==> config.mk <==
export PLATFORM = sky130hd
export DESIGN_NAME = aer_output_arbiter
export DESIGN_NICKNAME = d
export VERILOG_FILES = /design/src/rtl/aer_output_arbiter.sv
export SDC_FILE = /design/constraint.sdc
export NUM_CORES = 1
export LEC_CHECK = 0
export BUFFER_PORTS_ARGS = -buffer_cell sky130_fd_sc_hd__buf_2
export CAP_MARGIN = 20
export CORE_MARGIN = 1.5
export CORE_UTILIZATION = 40
export DETAILED_ROUTE_END_ITERATION = 6
export MAX_ROUTING_LAYER = met4
export SETUP_SLACK_MARGIN = 0.4
export SLEW_MARGIN = 10
export SYNTH_ARGS = -nofsm -noshare
export SYNTH_HDL_FRONTEND = slang
export SYNTH_SLANG_ARGS = --single-unit
==> constraint.sdc <==
create_clock -name clk -period 10.6 [get_ports clk]
set_clock_uncertainty 0.1 [all_clocks]
set_input_delay 2.12 -clock clk [delete_from_list [all_inputs] [get_ports clk]]
set_output_delay 2.12 -clock clk [all_outputs]
set_load 0.005 [all_outputs]
==> src/rtl/aer_output_arbiter.sv <==
// AER output stage: sticky per-neuron pending bits, fixed-priority or
// round-robin arbitration, one address event per cycle on a valid/ready
// link, a one-hot ack to the granted neuron and a saturating drop counter.
module aer_output_arbiter #(
   parameter int N_NEURONS   = 8,
   parameter int ADDR_W      = $clog2(N_NEURONS),
   parameter int ROUND_ROBIN = 0,
   parameter int DROP_W      = 8
) (
   input  logic                 clk,
   input  logic                 rst,
   input  logic [N_NEURONS-1:0] spikes_in,
   output logic [N_NEURONS-1:0] acks_out,
   output logic                 event_valid,
   output logic [ADDR_W-1:0]    event_addr,
   input  logic                 event_ready,
   output logic                 spike_out,
   output logic [DROP_W-1:0]    drop_count,
   output logic                 overflow,
   input  logic                 clear_stats
);

   localparam int CNT_W = $clog2(N_NEURONS + 1);
   localparam int SUM_W = DROP_W + CNT_W;
   localparam logic [SUM_W-1:0] DROP_MAX = SUM_W'({DROP_W{1'b1}});

   logic [N_NEURONS-1:0] pending_q, pending_d;
   logic [N_NEURONS-1:0] acks_q;
   logic                 valid_q;
   logic [ADDR_W-1:0]    addr_q;
   logic [ADDR_W-1:0]    ptr_q, ptr_d;
   logic [DROP_W-1:0]    drop_q, drop_d;
   logic                 ovf_q;

   logic                 slot_free;
   logic                 win_found;
   logic [ADDR_W-1:0]    win_idx;
   logic                 grant;
   logic [N_NEURONS-1:0] grant_oh;
   logic [N_NEURONS-1:0] drop_vec;
   logic [CNT_W-1:0]     drop_n;
   logic [SUM_W-1:0]     drop_sum;
   int                   idx;

   // Output register can take a new event when empty or being drained.
   assign slot_free = !valid_q || event_ready;

   // Winner search: scan from the rr pointer (or from 0) with wrap-around.
   always_comb begin
      win_found = 1'b0;
      win_idx   = '0;
      idx       = 0;
      for (int j = 0; j < N_NEURONS; j++) begin
         idx = (ROUND_ROBIN != 0) ? int'(ptr_q) + j : j;
         if (idx >= N_NEURONS) idx = idx - N_NEURONS;
         if (!win_found && pending_q[idx]) begin
            win_found = 1'b1;
            win_idx   = ADDR_W'(idx);
         end
      end
   end

   // Grant decode, collision count and next-state for pending/pointer/counter.
   always_comb begin
      grant    = slot_free && win_found;
      grant_oh = '0;
      if (grant) grant_oh[win_idx] = 1'b1;
      // A spike landing on an already-pending bit is lost unless that bit is
      // being granted on this same edge (then it simply becomes the next event).
      drop_vec = spikes_in & pending_q & ~grant_oh;
      drop_n   = '0;
      for (int i = 0; i < N_NEURONS; i++) drop_n = drop_n + CNT_W'(drop_vec[i]);
      drop_sum  = SUM_W'(drop_q) + SUM_W'(drop_n);
      drop_d    = (drop_sum > DROP_MAX) ? '1 : drop_sum[DROP_W-1:0];
      pending_d = (pending_q & ~grant_oh) | spikes_in;
      if (int'(win_idx) == N_NEURONS - 1) ptr_d = '0;
      else                                ptr_d = win_idx + ADDR_W'(1);
   end

   // State update; the ack register is rewritten every cycle so it pulses once.
   always_ff @(posedge clk) begin
      if (rst) begin
         pending_q <= '0;
         acks_q    <= '0;
         valid_q   <= 1'b0;
         addr_q    <= '0;
         ptr_q     <= '0;
         drop_q    <= '0;
         ovf_q     <= 1'b0;
      end else begin
         pending_q <= pending_d;
         acks_q    <= grant_oh;
         if (grant) begin
            valid_q <= 1'b1;
            addr_q  <= win_idx;
            ptr_q   <= ptr_d;
         end else if (event_ready) begin
            valid_q <= 1'b0;
         end
         if (clear_stats) begin
            drop_q <= '0;
            ovf_q  <= 1'b0;
         end else if (|drop_vec) begin
            drop_q <= drop_d;
            ovf_q  <= 1'b1;
         end
      end
   end

   assign acks_out    = acks_q;
   assign event_valid = valid_q;
   assign event_addr  = addr_q;
   assign drop_count  = drop_q;
   assign overflow    = ovf_q;
   assign spike_out   = (|pending_q) || valid_q;

endmodule

==> metrics.txt, run 1 <==
CTS max path bufs 2; Clk pin slew, worst setup/hold paths 0.06 ns; synth top area cells dfxtp_1 36%, fa_1 6.2%, a21oi_1 4.7%, ha_1 4.7%, inv_1 3.7%; worst path arrival time 6.03 ns; die width 66.3 um; Reg power frac 45.6%; TritonCTS clock tree built; Fmax achieved 168 MHz; # placed instances 251; data required time of the critical path 10.67 ns; fin nets 233; post-route minimum period 5.95 ns; Max FO, Critical Path 6; DIE AREA 4400 sq um; Post-synth EDFFs 0; DRC errors left 0; vias in the first global route 1236; status finished, final reports clean; worst slack, placed 4.34 ns; Syn Area/Cell 9.01 sq um; syn_nets 201; gp weighted congestion 0.867; GRT Total Usage 18.0%; Cell Int Power 186 uW; routed via count 1388; Peak supply drop 0.0000488 V; Synth Cell Area 1600 sq um; total iterations of the first detailed-routing run 4; Buffers on Ports 33; share of cells above drive strength 1 23.2%; sequential cell area fraction in the yosys report 36.2%; final wirelength 3460 um; min-delay worst type reg -> reg; startpoint types input port; Syn Inst Count 178; I/O pins 34; clock root cell clkbuf_8; Crit. End Element flip-flop; # rows 22; drt via density 5.36; Die Y 66.3 um; largest net degree at the start of global routing 22; Worst Setup Slack, final 4.65 ns; Syn-to-layout area delta 16.8%; Pleak 0.000854 uW; Psw 84.9 uW; number of synthesis warnings 0; Yosys reg bits 29; Logic pwr share 21.8%; hpwl dp 2720 um; PostCTS Resize Cnt 0; share of the synthesized area in the top cell type 36.2%; Std-Cell Core Area 3740 sq um; initial antenna violation count 0; FFs w/ async S/R, synth 0%; pwr dens 145 nW/um^2; 1st-iter DRT viols 49; Top FF cell, synth dfxtp_1; RSZ-0062 raised after global routing no; period utilisation layout 56.2%; total negative setup slack 0 ns; CP Class in -> reg; post-synth cell types 46; cts hold-fix bufs 0; Max Cap Violations 0; Net Sw Frac 31.3%; Worst Max-Slew Pin Slew 0.791 ns; TritonCTS Buffers 5; H-Tree Level Count 2; first-pass GRT wire length 5710 um; Skew-Pair Late Insertion Delay 0.28 ns; diodes inserted 0; endpoints failing setup 0; final core area utilization 50.0%; final hold vios 0; clock tree sinks 29; Final Max Slew Viols 0; GRT overflow 0; relative slew slack 46.7%; Post-CTS Setup Inserts 0; initial core utilization 42.8%; clock group share of total power 32.6%; antenna viol nets, final 0; Synth area leader dfxtp_1; post-route non-filler standard cell count 259; Wirelength per Cell 13.3 um
==> synth_stat cells, types with 4 or more instances <==
cell type  count
buf_2          4
a21oi_1       15
ha_1           6
dfxtp_1       29
o21ai_0        7
inv_1         16
fa_1           5
nand2_1       11
nor2_1        16
nor3_1        10
a311oi_1       4
==> per-layer routing <==
layer / routed length (um) / part of all wire, % / track usage, %
met5: 0 / 0 / -
met4: 57 / 1.6 / 7.65
met1: 1690 / 49 / 23.9
met3: 200 / 5.8 / 5.28
met2: 1510 / 44 / 25.5
==> power groups by stage <==
stage	clock, uW	combinational, uW	sequential (uW)
2_1_floorplan	0	44.5	124
3_3_place_gp	0	58.4	125
3_5_place_dp	0	59.2	126
4_1_cts	91.1	59.5	123
5_1_grt	98.3	66.6	124
6_report	88.4	59.0	123
==> final timing paths <==
| path | cells past startpoint | from | end | slack (ns) |
|---|---|---|---|---|
| worst min-delay path | 1 | overflow | overflow | 0.36 |
| worst max-delay path | 17 | event_ready | drop_count[6] | 4.65 |
| worst min register to register | 1 | overflow | overflow | 0.36 |
| worst max register to register | 17 | pending_q[4] | drop_count[6] | 5.82 |
==> through the flow <==
step | area [sq um] | hold WS (ns) | power (uW)
final | 1870 | 0.357 | 271
after global routing | 1870 | 0.394 | 289
after CTS | 1870 | 0.363 | 274
after detailed placement | 1790 | 0.348 | 185
after global placement | 1790 | 0.347 | 184
after floorplan | 1600 | 0.364 | 168
==> logic make-up (layout without fill, tap and decap cells) <==
kind of cell / count (synthesis) / in the layout / synth area share, %
mux: 2 / 2 / 1.25
fa+ha+maj: 11 / 11 / 10.9
compound gates: 49 / 49 / 22.5
buf+inv: 24 / 57 / 6.40
flops: 29 / 29 / 36.2
xor+xnor: 2 / 2 / 1.09
simple gates: 61 / 61 / 21.6
==> cell type report <==
cell class	count	area (sq um)
fill	370	1870
multi-input combinational	125	921
sequential	29	581
timing repair buffer	33	165
clock buffer	5	68.8
inverter	16	60.1
tap	48	60.1
clock inverter	3	17.5
==> sequential cells by signal (all words and copies together) (netlist names) <==
register,flops
acks_out,8
drop_count,8
event_addr,3
event_valid,1
overflow,1
pending_q,8
==> placed cells by master (no fill, tap or decap), types with 2 or more instances in the layout <==
| master | n |
|---|---|
| dfxtp_1 | 29 |
| a31oi_1 | 2 |
| ha_1 | 6 |
| a21oi_1 | 15 |
| and3_1 | 3 |
| clkinv_2 | 2 |
| nor3_1 | 10 |
| nor4_1 | 2 |
| inv_1 | 16 |
| o211a_1 | 3 |
| clkbuf_8 | 5 |
| a211o_1 | 2 |
| mux2i_1 | 2 |
| a311oi_1 | 4 |
| o21bai_1 | 2 |
| o21a_1 | 3 |
| nor2_1 | 16 |
| nand2b_1 | 3 |
| o21ai_0 | 7 |
| nand3_1 | 2 |
| a211oi_1 | 2 |
| buf_2 | 33 |
| or2_2 | 3 |
| nand2_1 | 11 |
| nor2b_1 | 3 |
| fa_1 | 5 |
==> worst max-delay path: stages <==
cell and delay [ns]:
buf_2 0.11, nor2b_1 0.37, a211o_1 0.15, and3_1 0.27, inv_1 0.19, fa_1 0.54
inv_1 0.05, fa_1 0.56, fa_1 0.19, inv_1 0.05, fa_1 0.39, nor2b_1 0.13
o21a_1 0.13, or2_2 0.15, nand3_1 0.11, a2111o_1 0.39, o211a_1 0.12
No activity file was read; power rests on OpenSTA's default activity.
==> inputs of run 2 (changes only) <==
==> constraint.sdc (replaced) <==
create_clock -name clk -period 5.5 [get_ports clk]
set_clock_uncertainty 0.1 [all_clocks]
set_input_delay 1.1 -clock clk [delete_from_list [all_inputs] [get_ports clk]]
set_output_delay 1.1 -clock clk [all_outputs]
set_load 0.005 [all_outputs]
==> run 2 against run 1 <==
- critical path depth unchanged
- total power up 130%
- register-to-register slack worse by 5.0 ns
- highest routed layer unchanged
- core utilization up 1.6 points
- design area up 3.2%
- count of clock-buffer cells in the layout unchanged
- final cell count up 0.39%
- non-clock buffer count up 1
==> metrics.txt, run 2 (same netlist as run 1, synthesis figures left out) <==
largest net degree at the start of global routing 22 (unchanged); gp weighted congestion 0.870 (was 0.867); cts hold-fix bufs 0 (unchanged); Final Max Slew Viols 0 (unchanged); Clk pin slew, worst setup/hold paths 0.06 ns (about the same); TritonCTS clock tree built (unchanged); die width 66.3 um (unchanged); GRT Total Usage 18.3% (was 18.0%); Wirelength per Cell 13.7 um (was 13.3 um); fin nets 234 (was 233); 1st-iter DRT viols 86 (was 49); TritonCTS Buffers 5 (unchanged); Syn-to-layout area delta 20.5% (was 16.8%); endpoints failing setup 0 (unchanged); Cell Int Power 452 uW (was 186 uW); clock root cell clkbuf_8 (unchanged); H-Tree Level Count 2 (unchanged); post-route minimum period 4.88 ns; Die Y 66.3 um (unchanged); reg2reg path depth 16 (was 17); data required time of the critical path 5.58 ns (was 10.67 ns); Design Area, Final 1930 sq um (was 1870 sq um); Skew-Pair Late Insertion Delay 0.28 ns (about the same); Worst R2R Start pending_q[1] (was pending_q[4]); antenna viol nets, final 0 (unchanged); PostCTS Resize Cnt 0 (unchanged); hpwl dp 2810 um (was 2720 um); min-delay worst type reg -> reg (unchanged); Net Sw Frac 26.6% (was 31.3%); startpoint types input port (unchanged); period utilisation layout 88.8%; Fmax achieved 205 MHz; clock group share of total power 42.7% (was 32.6%); final wirelength 3560 um (was 3460 um); CTS max path bufs 2 (unchanged); drt via density 5.33 (was 5.36); # rows 22 (unchanged); Psw 164 uW (was 84.9 uW); CP startpoint event_ready (unchanged); GRT overflow 0 (unchanged); DRC errors left 0 (unchanged); initial core utilization 42.8% (unchanged); total iterations of the first detailed-routing run 4 (unchanged); Pleak 0.000884 uW (was 0.000854 uW); final core area utilization 51.6% (was 50.0%); pwr dens 318 nW/um^2 (was 145 nW/um^2); Post-CTS Setup Inserts 0 (unchanged); routed via count 1387 (was 1388); Max Cap Violations 0 (unchanged); Peak supply drop 0.000125 V (was 0.0000488 V); worst path arrival time 4.96 ns (was 6.03 ns); R2R Path End drop_count[4] (was drop_count[6]); initial antenna violation count 0 (unchanged); Buffers on Ports 33 (unchanged); Worst Max-Slew Pin Slew 0.739 ns (was 0.791 ns); I/O pins 34 (unchanged); Setup crit end drop_count[6] (unchanged); most frequent cells in the layout 33 x buf_2, 29 x dfxtp_1, 16 x inv_1, 16 x nor2_1, 15 x a21oi_1 (unchanged); Std-Cell Core Area 3740 sq um (unchanged); Final Power 616 uW (was 271 uW); Crit. End Element flip-flop (unchanged); Area after DPL 1790 sq um (about the same); total negative setup slack 0 ns (unchanged); leading cell type in the layout, fill and taps excluded buf_2 (unchanged); Max FO, Critical Path 5 (was 6); vias in the first global route 1272 (was 1236); Logic pwr share 18.7% (was 21.8%); final hold vios 0 (unchanged); status finished, final reports clean (unchanged); relative slew slack 50.2% (was 46.7%); hold path startpoint overflow (unchanged); clock tree sinks 29 (unchanged); CP Class in -> reg (unchanged); first-pass GRT wire length 5900 um (was 5710 um); RSZ-0062 raised after global routing no (unchanged); diodes inserted 0 (unchanged); R2R Setup Slk 0.83 ns (was 5.82 ns); Reg power frac 38.6% (was 45.6%); DIE AREA 4400 sq um (unchanged); share of cells above drive strength 1 24.5% (was 23.2%)
==> run 2: power by group through the flow <==
stage,Sequential (uW),Clock (uW),Combinational [uW]
3_3_place_gp,242,0,113
6_report,238,263,115
4_1_cts,237,267,116
5_1_grt,240,276,133
3_5_place_dp,242,0,115
2_1_floorplan,238,0,85.7
==> run 2: layout make-up <==
type | count | area [sq um]
Inverter | 16 | 60.1
Clock inverter | 3 | 65.1
Clock buffer | 5 | 68.8
Timing Repair Buffer | 34 | 173
Tap cell | 48 | 60.1
Sequential cell | 29 | 581
Fill cell | 383 | 1810
Multi-Input combinational cell | 125 | 926
==> run 2: critical path, cell delays in order <==
cell and delay [ns]:
buf_2 0.11, nor2b_2 0.07, o311a_1 0.33, fa_1 0.48
inv_1 0.05, fa_1 0.54, inv_1 0.07, fa_1 0.56
fa_1 0.21, inv_1 0.06, fa_2 0.35, nor2b_1 0.12
o21a_1 0.13, or2_2 0.15, nand3_1 0.11, a2111o_1 0.39
o211a_1 0.12
==> run 2: per-stage QoR <==
| step | setup WS, ns | hold WS (ns) | instances |
|---|---|---|---|
| after floorplan | 0.579 | 0.364 | 178 |
| after global placement | 0.335 | 0.347 | 252 |
| after detailed placement | 0.221 | 0.348 | 252 |
| after CTS | 0.506 | 0.362 | 260 |
| after global routing | 0.440 | 0.392 | 260 |
| final | 0.618 | 0.358 | 260 |
==> run 2: layer usage <==
layer / part of all wire [%] / vias up / track usage [%]
met5: 0 / - / -
met4: 1.5 / 0 / 6.12
met3: 5.5 / 6 / 4.77
met2: 45 / 37 / 26.6
met1: 48 / 647 / 24.7
li1: - / 697 / -
==> run 2: worst min path at each step <==
stage	endpoint	slack [ns]	depth (start not counted)
final	overflow	0.36	1
after global routing	overflow	0.39	1
after CTS	overflow	0.36	1
after detailed placement	overflow	0.35	1
after global placement	overflow	0.35	1
after floorplan	overflow	0.36	1
==> inputs of run 3 (changes only) <==
==> constraint.sdc (replaced) <==
create_clock -name clk -period 5.5 [get_ports clk]
set_clock_uncertainty 0.1 [all_clocks]
set_input_delay 0.275 -clock clk [delete_from_list [all_inputs] [get_ports clk]]
set_output_delay 0.275 -clock clk [all_outputs]
set_load 0.005 [all_outputs]
==> run 3 against run 2 <==
- via count is 0.50% higher
- die area is the same
- setup slack gained 0.21 ns
- count of clock-buffer cells in the layout rose by 1
- highest routed layer unchanged
- register-to-register slack barely moved
- core utilization fell by 1.7 points
- first-iteration DRC count shrank 50%
- global-route usage about the same
- total power down 16%
==> metrics.txt, run 3 (same netlist as run 1, synthesis figures left out) <==
status finished, final reports clean (unchanged); cts hold-fix bufs 0 (unchanged); H-Tree Level Count 2 (unchanged); share of cells above drive strength 1 22.7% (was 24.5%); relative slew slack 52.1% (was 50.2%); data required time of the critical path 5.56 ns (was 5.58 ns); min-delay worst type in -> reg (was reg -> reg); fill count 395 (was 383); leading cell type in the layout, fill and taps excluded buf_2 (unchanged); Peak supply drop 0.000108 V (was 0.000125 V); DIE AREA 4400 sq um (unchanged); grt met2 use 27.5% (was 26.6%); busiest grt layer met2 (unchanged); drt via density 5.38 (was 5.33); fin nets 233 (was 234); total negative setup slack 0 ns (unchanged); area of the multi-input gates 921 sq um (was 926 sq um); most frequent cells in the layout 33 x buf_2, 29 x dfxtp_1, 16 x inv_1, 16 x nor2_1, 15 x a21oi_1 (unchanged); CP Buf/Inv Count 3 (was 4); total iterations of the first detailed-routing run 4 (unchanged); die width 66.3 um (unchanged); worst path arrival time 4.73 ns (was 4.96 ns); Clk pin slew, worst setup/hold paths 0.06 ns (about the same); RSZ-0062 raised after global routing no (unchanged); TritonCTS Buffers 5 (unchanged); pwr dens 278 nW/um^2 (was 318 nW/um^2); grt met1 use 24.4% (was 24.7%); slowest stage cell, crit path fa_1 (unchanged); Skew-Pair Late Insertion Delay 0.28 ns (about the same); startpoint types flip-flop (was input port); Crit. End Element flip-flop (unchanged); diodes inserted 0 (unchanged); Critical Path Max Stage Delay 0.47 ns (was 0.56 ns); most used cell, CP fa_1 (unchanged); Worst Max-Slew Pin Slew 0.711 ns (was 0.739 ns); crit-path leading delay family adder cells (unchanged); routed via count 1394 (was 1387); hpwl dp 2750 um (was 2810 um); Wirelength per Cell 13.7 um (about the same); Max Cap Violations 0 (unchanged); gp weighted congestion 0.837 (was 0.870); clock root cell clkbuf_8 (unchanged); Post-CTS Setup Inserts 0 (unchanged); I/O pins 34 (unchanged); sequential cell area 581 sq um (unchanged); endpoints failing setup 0 (unchanged); TritonCTS clock tree built (unchanged); Fmax achieved 214 MHz (was 205 MHz); final core area utilization 49.9% (was 51.6%); DRC errors left 0 (unchanged); CTS max path bufs 2 (unchanged); clock tree sinks 29 (unchanged); first-pass GRT wire length 5890 um (was 5900 um); Die Y 66.3 um (unchanged); Std-Cell Core Area 3740 sq um (unchanged); initial core utilization 42.8% (unchanged); Pleak 0.000855 uW (was 0.000884 uW); Max FO, Critical Path 10 (was 5); GRT overflow 0 (unchanged); 1st-iter DRT viols 43 (was 86); final wirelength 3540 um (was 3560 um); CP Class reg -> reg (was in -> reg); CP cell instances nor4_4, nand2_1, a211o_1, and3_1, inv_1, fa_1, inv_1, fa_1, fa_1, inv_1, fa_1, nor2b_1, o21a_1, o21ai_0, and3_1, a221oi_1 (was buf_2, nor2b_2, o311a_1, fa_1, inv_1, fa_1, inv_1, fa_1, fa_1, inv_1, fa_2, nor2b_1, o21a_1, or2_2, nand3_1, a2111o_1, o211a_1); post-route minimum period 4.67 ns (was 4.88 ns); Syn-to-layout area delta 16.5% (was 20.5%); GRT Total Usage 18.3% (about the same); GRT met3 Usage 4.60% (was 4.77%); antenna viol nets, final 0 (unchanged); # rows 22 (unchanged); vias in the first global route 1240 (was 1272); final hold vios 0 (unchanged); initial antenna violation count 0 (unchanged); period utilisation layout 84.9% (was 88.8%); Buffers on Ports 33 (unchanged); Final Max Slew Viols 0 (unchanged); largest net degree at the start of global routing 22 (unchanged)
==> run 3: cell types whose count changed in the layout (fill, tap and decap cells not counted), sizes merged <==
cell,change
clkinv,+1
bufinv,-2
clkbuf,+1
buf,-1
==> run 3: worst paths after layout <==
kind                startpoint       endpoint  slack, ns  cells past startpoint
setup / recovery  pending_q[1]  drop_count[4]       0.83                     16
hold / removal    spikes_in[7]   pending_q[7]       0.13                      3
setup reg to reg  pending_q[1]  drop_count[4]       0.83                     16
hold reg to reg       overflow       overflow       0.36                      1
==> run 3: layout make-up <==
cell class | instances | area share (%)
clock inverters | 2 | 0.535
multi-input cells | 125 | 49.3
inverters | 16 | 3.21
well taps | 48 | 3.21
repair buffers | 33 | 8.84
clock buffers | 6 | 3.88
flip-flops and latches | 29 | 31.1
==> run 3: repair_timing <==
item | in CTS | in global routing
setup endpoints to repair | 0 | 2
resized for setup | 0 | 1
hold endpoints to repair | 0 | 0
==> run 3: power breakdown <==
part / switching, uW / internal (uW) / total, uW
Combinational: 67.1 / 48.0 / 115
Clock: 80.0 / 87.5 / 167
Sequential: 14.0 / 224 / 238
==> run 3: through the flow <==
stage / setup WS (ns) / cells / hold slack [ns] / cell area [sq um] / power [uW]
finish: 0.830 / 259 / 0.128 / 1870 / 520
CTS: 0.724 / 259 / 0.123 / 1870 / 527
detailed placement: 0.780 / 251 / 0.350 / 1790 / 357
global placement: 0.914 / 251 / 0.346 / 1790 / 354
floorplan: 1.14 / 178 / 0.292 / 1600 / 324
global route: 0.514 / 259 / 0.144 / 1870 / 554
==> run 3: tightest hold or removal path: stages <==
cell and delay, ns:
buf_2 0.09, a21oi_1 0.04, nor2_1 0.07
==> run 3: per-layer routing <==
layer / up-vias / share of wire, %
li1: 704 / -
met1: 655 / 49
met2: 31 / 45
met3: 4 / 4.5
met4: 0 / 1.1
met5: - / 0
